**config.mk**
```make
export PLATFORM = sky130hd
export DESIGN_NAME = mul_result_stage
export DESIGN_NICKNAME = d
export VERILOG_FILES = /design/src/rtl/alu_pkg.sv /design/src/rtl/alu_sync_fifo.sv /design/src/rtl/mul_result_stage.sv
export SDC_FILE = /design/constraint.sdc
export NUM_CORES = 1
export LEC_CHECK = 0
export CORE_MARGIN = 5
export CORE_UTILIZATION = 50
export DETAILED_ROUTE_END_ITERATION = 7
export GPL_TIMING_DRIVEN = 1
export PLACE_DENSITY = 0.82
export SYNTH_ARGS = -nofsm -noshare
export SYNTH_HDL_FRONTEND = slang
export SYNTH_SLANG_ARGS = --single-unit
```
**constraint.sdc**
```tcl
create_clock -name clk -period 5.15 [get_ports clk]
set_input_delay 1.03 -clock clk [delete_from_list [all_inputs] [get_ports clk]]
set_output_delay 1.03 -clock clk [all_outputs]
set_load 0.02 [all_outputs]
```
**src/rtl/alu_pkg.sv**
```systemverilog
// Shared ALU definitions: flag bit positions, register tag width and the
// result-queue entry layout used between the multiplier and writeback.
package alu_pkg;

   localparam int FLAG_N = 3;
   localparam int FLAG_Z = 2;
   localparam int FLAG_H = 1;
   localparam int FLAG_V = 0;

   localparam int RD_W = 5;

   typedef struct packed {
      logic [31:0]     data;
      logic [RD_W-1:0] rd;
   } mul_entry_t;

endpackage

```
**src/rtl/alu_sync_fifo.sv**
```systemverilog
// Single-clock valid/ready FIFO with occupancy count. Head is muxed from
// storage and forced to zero when empty; in_ready depends only on count.
module alu_sync_fifo #(
   parameter int DEPTH = 4,
   parameter int W     = 32,
   parameter int AW    = $clog2(DEPTH)
) (
   input  logic          clk,
   input  logic          rst_n,
   input  logic          in_valid,
   output logic          in_ready,
   input  logic [W-1:0]  in_data,
   output logic          out_valid,
   input  logic          out_ready,
   output logic [W-1:0]  out_data,
   output logic [AW:0]   count
);

   localparam logic [AW:0] FULL_CNT = DEPTH[AW:0];

   logic [W-1:0]  mem [DEPTH];
   logic [AW-1:0] wr_ptr;
   logic [AW-1:0] rd_ptr;
   logic          push;
   logic          pop;

   // Handshake: a transfer happens on a rising edge where valid and ready are both 1.
   assign in_ready  = (count != FULL_CNT);
   assign out_valid = (count != '0);
   assign push      = in_valid & in_ready;
   assign pop       = out_valid & out_ready;
   assign out_data  = out_valid ? mem[rd_ptr] : '0;

   always_ff @(posedge clk) begin
      if (push) mem[wr_ptr] <= in_data;
   end

   always_ff @(posedge clk or negedge rst_n) begin
      if (!rst_n) begin
         wr_ptr <= '0;
         rd_ptr <= '0;
         count  <= '0;
      end else begin
         if (push) wr_ptr <= wr_ptr + 1'b1;
         if (pop)  rd_ptr <= rd_ptr + 1'b1;
         case ({push, pop})
            2'b10:   count <= count + 1'b1;
            2'b01:   count <= count - 1'b1;
            default: count <= count;
         endcase
      end
   end

endmodule

```
**src/rtl/mul_result_stage.sv**
```systemverilog
// Registered stage after the 32x32 multiplier: queues {result, tag} for
// writeback and tracks the architectural flags plus a sticky overflow bit.
module mul_result_stage
   import alu_pkg::*;
#(
   parameter int DEPTH = 4,
   parameter int AW    = $clog2(DEPTH)
) (
   input  logic            clk,
   input  logic            rst_n,
   input  logic            InValid,
   output logic            InReady,
   input  logic [31:0]     InData,
   input  logic [3:0]      InFlags,
   input  logic            InS,
   input  logic [RD_W-1:0] InRd,
   output logic            OutValid,
   input  logic            OutReady,
   output logic [31:0]     OutData,
   output logic [RD_W-1:0] OutRd,
   output logic [3:0]      Flags,
   output logic            StickyV,
   input  logic            ClrSticky,
   output logic [AW:0]     Count
);

   mul_entry_t in_entry;
   mul_entry_t out_entry;
   logic       accept;
   logic       set_flags;

   assign in_entry.data = InData;
   assign in_entry.rd   = InRd;
   assign OutData       = out_entry.data;
   assign OutRd         = out_entry.rd;

   assign accept    = InValid & InReady;
   // InFlags may be X when InS=0, so every use is qualified by set_flags first.
   assign set_flags = accept & InS;

   alu_sync_fifo #(
      .DEPTH (DEPTH),
      .W     ($bits(mul_entry_t)),
      .AW    (AW)
   ) u_fifo (
      .clk       (clk),
      .rst_n     (rst_n),
      .in_valid  (InValid),
      .in_ready  (InReady),
      .in_data   (in_entry),
      .out_valid (OutValid),
      .out_ready (OutReady),
      .out_data  (out_entry),
      .count     (Count)
   );

   always_ff @(posedge clk or negedge rst_n) begin
      if (!rst_n) begin
         Flags   <= 4'b0000;
         StickyV <= 1'b0;
      end else begin
         if (set_flags) Flags <= InFlags;
         // A setting overflow beats a same-cycle clear.
         if (set_flags && InFlags[FLAG_V]) StickyV <= 1'b1;
         else if (ClrSticky)              StickyV <= 1'b0;
      end
   end

endmodule

```
## After elaboration in Yosys (flattened, before gate mapping)

Memory sizes are Yosys's and may differ from the RTL's.
Index checks and enable logic that the tools add are counted.

- Flip-flop bits (word level): 12
- RAM bits: 148
- Input bits: 47
- Logic and storage cells: 26
- Memories kept: 1

Memories:

| memory | words | width | rd ports | clocked after Yosys merged registers in | wr ports | RTL line | source |
|---|---|---|---|---|---|---|---|
| u_fifo.mem | 4 | 37 | 1 | 0 | 1 | alu_sync_fifo.sv:21 | `logic [W-1:0] mem [DEPTH];` |

- $add $sub $neg: 4
- Equal/unequal tests: 3
- Multiplexer cells: 6
- Bitwise logic cells: 3
- Reductions and logical operators: 4

Operator list:

| kind | number |
|---|---|
| 37-bit 2-to-1 mux | 1 |
| 3-bit case mux with 2 select lines | 1 |
| 2-bit by 1-bit adder with 2-bit output, second input constant | 2 |
| 1-bit 2-to-1 mux | 4 |
| 2-bit nonzero test | 2 |
| 3-bit by 1-bit adder with 3-bit output, second input constant | 1 |
| 1-bit AND | 3 |
| 3-bit inequality test, second input constant | 1 |
| 3-bit nonzero test | 1 |
| 3-bit by 1-bit subtractor with 3-bit output, second input constant | 1 |
| 2-bit by 1-bit == test with 1-bit output, second input constant | 1 |
| 2-bit == test, second input constant | 1 |
| 1-bit logical AND | 1 |

## Logic depth before layout (Yosys ltp)

- Word-level depth: 5
- Gate-level depth with buffers: 9
- Gate-level depth less buffers: 9

## Hierarchy

From an unflattened synthesis, not the netlist that was laid out.

- Cell total of the unflattened synthesis: 284
- Area total of the unflattened synthesis: 6194.7 um^2

By module, submodules not included:

| module | times used | cells each | area an instance (um^2) | seq. area each (um^2) |
|---|---|---|---|---|
| alu_sync_fifo | 1 | 271 | 6000.8 | 4619.4 |
| mul_result_stage | 1 | 13 | 193.9 | 125.1 |

## Worst setup path after synthesis

No wires, ideal clock.

- Path type: input to register
- Start point: input InValid
- End point: memory u_fifo.mem[0][0] (netlist bit), enable pin
- Arrival time: 2304 ps
- Data required time: 4752 ps
- Path slack: 2448 ps
- Cell stages on the path: 2
- Path through: nor2b_1 > and2_1

- Longest elaborated chain between the ends: 3

RTL lines:

| item | RTL line | source |
|---|---|---|
| start: declaration | mul_result_stage.sv:11 | `input logic InValid,` |
| 1-bit AND | alu_sync_fifo.sv:30 | `assign push = in_valid & in_ready;` |
| 1-bit 2-to-1 mux | alu_sync_fifo.sv:35 | `if (push) mem[wr_ptr] <= in_data;` |
| 1-bit 2-to-1 mux (implied by the code) | alu_sync_fifo.sv:35 |  |
| end: declaration | alu_sync_fifo.sv:21 |  |

No other way between the ends.

## Final worst setup path

- Start point: register u_fifo.rd_ptr[0]
- End point: output OutData[30]

- Longest elaborated chain between the ends: 2

RTL lines:

| item | RTL line | source |
|---|---|---|
| start: declaration | alu_sync_fifo.sv:23 | `logic [AW-1:0] rd_ptr;` |
| start signal: assignment | alu_sync_fifo.sv:45 | `if (pop) rd_ptr <= rd_ptr + 1'b1;` |
| memory 4 x 37 bit | n/a |  |
| 37-bit 2-to-1 mux | alu_sync_fifo.sv:32 | `assign out_data = out_valid ? mem[rd_ptr] : '0;` |
| end: declaration | mul_result_stage.sv:19 | `output logic [31:0] OutData,` |

No other way between the ends.

==> impl_metrics.yaml <==
grt:
  grt_max_degree: 41
  grt_pass1_wl_um: 17370
  track_usage: 0.1631
  antenna_found_initial: 1
  grt_pass1_vias: 3240
  grt-ovfl-total: 0
sta:
  finalClockSkew_ns: 0.004865
  hold_viol_final: 0
  setup_viol: 0
  max-slew-margin-rel: 0.3230
  setup_ws_ns: 1.303
  fmax_ghz: 0.2599
  fin_crit_ns: 3.847
  worstMarginPinSlew_ns: 1.016
  finalMaxSlewViolations: 0
  rsz0062_at_grt: "no"
  final.setup.tns_ns: 0
  whs_ns: 0.5132
  fin_crit_sh: 0.7470
floorplanning:
  die-area_sq_um: 14700
  start_util: 0.5130
  die_x_um: 121.2
  top_level_ports: 94
  die_h_um: 121.2
  rows: 40
  coreArea_sq_um: 12060
yosys:
  synth_top_area_cell: "edfxtp_1"
  synth_ff_type: "edfxtp_1"
  synth_area_leaders: "edfxtp_1 (72%), mux4_2 (13%), dfrtp_1 (4.9%), and2_1 (4.2%), ha_1 (1.0%)"
  avgSynthCellArea_sq_um: 21.63
  yosys_warnings: 0
  synth_edf_count: 148
  netlist_area_sq_um: 6187
  syn-num-nets: 339
  synth_top_area_frac: 0.7183
  seq_area_frac_synth: 0.7668
  synth.distinct_cells: 22
  ys_seq_elements: 160
  postSynth.asyncResetShare: 0.07500
  syn_inst: 286
clock_tree:
  cts.clk_slew.worst_paths_ns: 0.06
  cts_max_level: 4
  clkSinkCount: 160
  insertion_delay_ns: 0.42
  ctsHoldBuffers: 0
  cts_root_buffer: "clkbuf_16"
  cts_resized: 0
  cts_tree: "built"
  cts_made_buffers: 17
  clk_path_buf_depth: 2
  cts_setup_buffers: 0
setup_path:
  critPathTopFamily: "buffers and inverters"
  rrSetupSlack_ns: 2.81
  cp-end-kind: "output pin"
  cp_data_arrival_time_ns: 2.82
  path_cells: "buf_4, mux4_2, and2_1, clkdlybuf4s50_1"
  crit_fanout: 18
  crit_path_start: "u_fifo.rd_ptr[0]$_DFFE_PN0P_"
  cp.buffers_inverters: 2
  critPathLaunchType: "flop"
  slowest_delay_ns: 0.74
  path_class: "reg -> out"
  rr_startpoint: "u_fifo.count[2]$_DFFE_PN0P_"
  worst_ep_required_time_ns: 4.12
  cp_slowest_cell: "dfrtp_2"
  reg2regPathDepth: 3
  cp_num_cells: 4
routing:
  ant_nets: 0
  drc: 0
  drt_iter0_drc: 131
  avgViaCountPerCell: 5.239
  drt_pass1_iterations: 4
  vias: 2986
  routedWlPerCell_um: 19.26
  wirelength_um: 10980
finish:
  final_cell_mix: "edfxtp_1 (148), clkdlybuf4s50_1 (93), and2_1 (38)"
  syn2layout_area_growth_pct: 27.38
  fill_cells: 827
  stdcell_area_sq_um: 7881
  final_layout_size_suffix_gt1_frac: 0.2015
  layout_commonest_cell: "edfxtp_1"
  diodes: 0
  layout.nets: 442
placed_design:
  post_dp_cell_area_sq_um: 7287
  place_congestion: 0.6594
  dp_hpwl_um: 6723
  port-buffer-count: 93
  pre_cts_ws_ns: 1.701
flow_run:
  max-cap-violations: 0
hold_path:
  hold_depth: 1
  hold_path.class: "reg -> reg"
  hp-start: "Flags[1]$_DFFE_PN0P_"
power_and_ir_drop:
  ir_drop_mv: 0.3718
  power-per-cell-area_nw_per_um2: 629.5
  p_leak_uw: 0.002633
status:
  status: "finished, final reports clean"
[cell families (layout without fill, tap and decap cells)]
kind of cell,Yosys count,after routing,synth area share
flops,160,160,0.7668
buf+inv,20,136,0.01638
compound gates,2,2,0.002224
fa+ha+maj,6,6,0.01335
mux,42,42,0.1438
xor+xnor,6,6,0.008495
simple gates,50,50,0.04894
[per-layer routing]
metal | track usage | vias to the layer above | part of all wire
li1 | - | 1337 | -
met1 | 0.1973 | 1526 | 0.40
met2 | 0.2598 | 100 | 0.50
met3 | 0.06620 | 21 | 0.082
met4 | 0.07143 | 2 | 0.016
met5 | 0 | - | 0.0012
[area by class of cell]
type | instances | area (sq um) | area share
Timing Repair Buffer | 96 | 953.4 | 0.1210
Clock inverter | 15 | 168.9 | 0.02143
Clock buffer | 17 | 425.4 | 0.05398
Tap cell | 168 | 210.2 | 0.02667
Multi-Input combinational cell | 106 | 1346 | 0.1708
Inverter | 8 | 30.03 | 0.003810
Sequential cell | 160 | 4747 | 0.6023
[flip-flops by register name (all words and copies together), names as in the netlist]
signal         flops
u_fifo.mem       148
Flags              4
u_fifo.count       3
u_fifo.rd_ptr      2
u_fifo.wr_ptr      2
StickyV            1
[synth_stat cells (2+ instances only)]
cell type / number
dfrtp_1: 12
mux2_2: 5
buf_2: 3
edfxtp_1: 148
buf_6: 2
nor2_1: 2
ha_1: 5
mux4_2: 37
clkbuf_1: 5
inv_1: 8
nand2_1: 2
and2_1: 42
xnor2_1: 3
xor2_1: 3
buf_4: 2
[report_power, final]
| group | total (uW) | switching (uW) | internal, uW | leakage [uW] |
|---|---|---|---|---|
| Combinational | 1810 | 859 | 953 | 0.000857 |
| Clock | 1240 | 483 | 757 | 0.000280 |
| Sequential | 1910 | 180 | 1730 | 0.00150 |
[worst paths after layout]
| kind | endpoint |
|---|---|
| min | Flags[1]$_DFFE_PN0P_ |
| max reg2reg | u_fifo.mem[3][13]$_DFFE_PP_ |
| min reg2reg | Flags[1]$_DFFE_PN0P_ |
| min in group asynchronous | Flags[0]$_DFFE_PN0P_ |
| max in group asynchronous | u_fifo.rd_ptr[1]$_DFFE_PN0P_ |
| max | OutData[30] |
[through the flow]
step	total power [uW]	utilization	instances
after floorplan	3005	-	286
after global placement	3745	0.6041	538
after detailed placement	3784	0.6041	538
after CTS	5027	0.6534	570
after global routing	5206	0.6534	570
final	4962	0.6534	570
(Power assumes the default switching activity.)
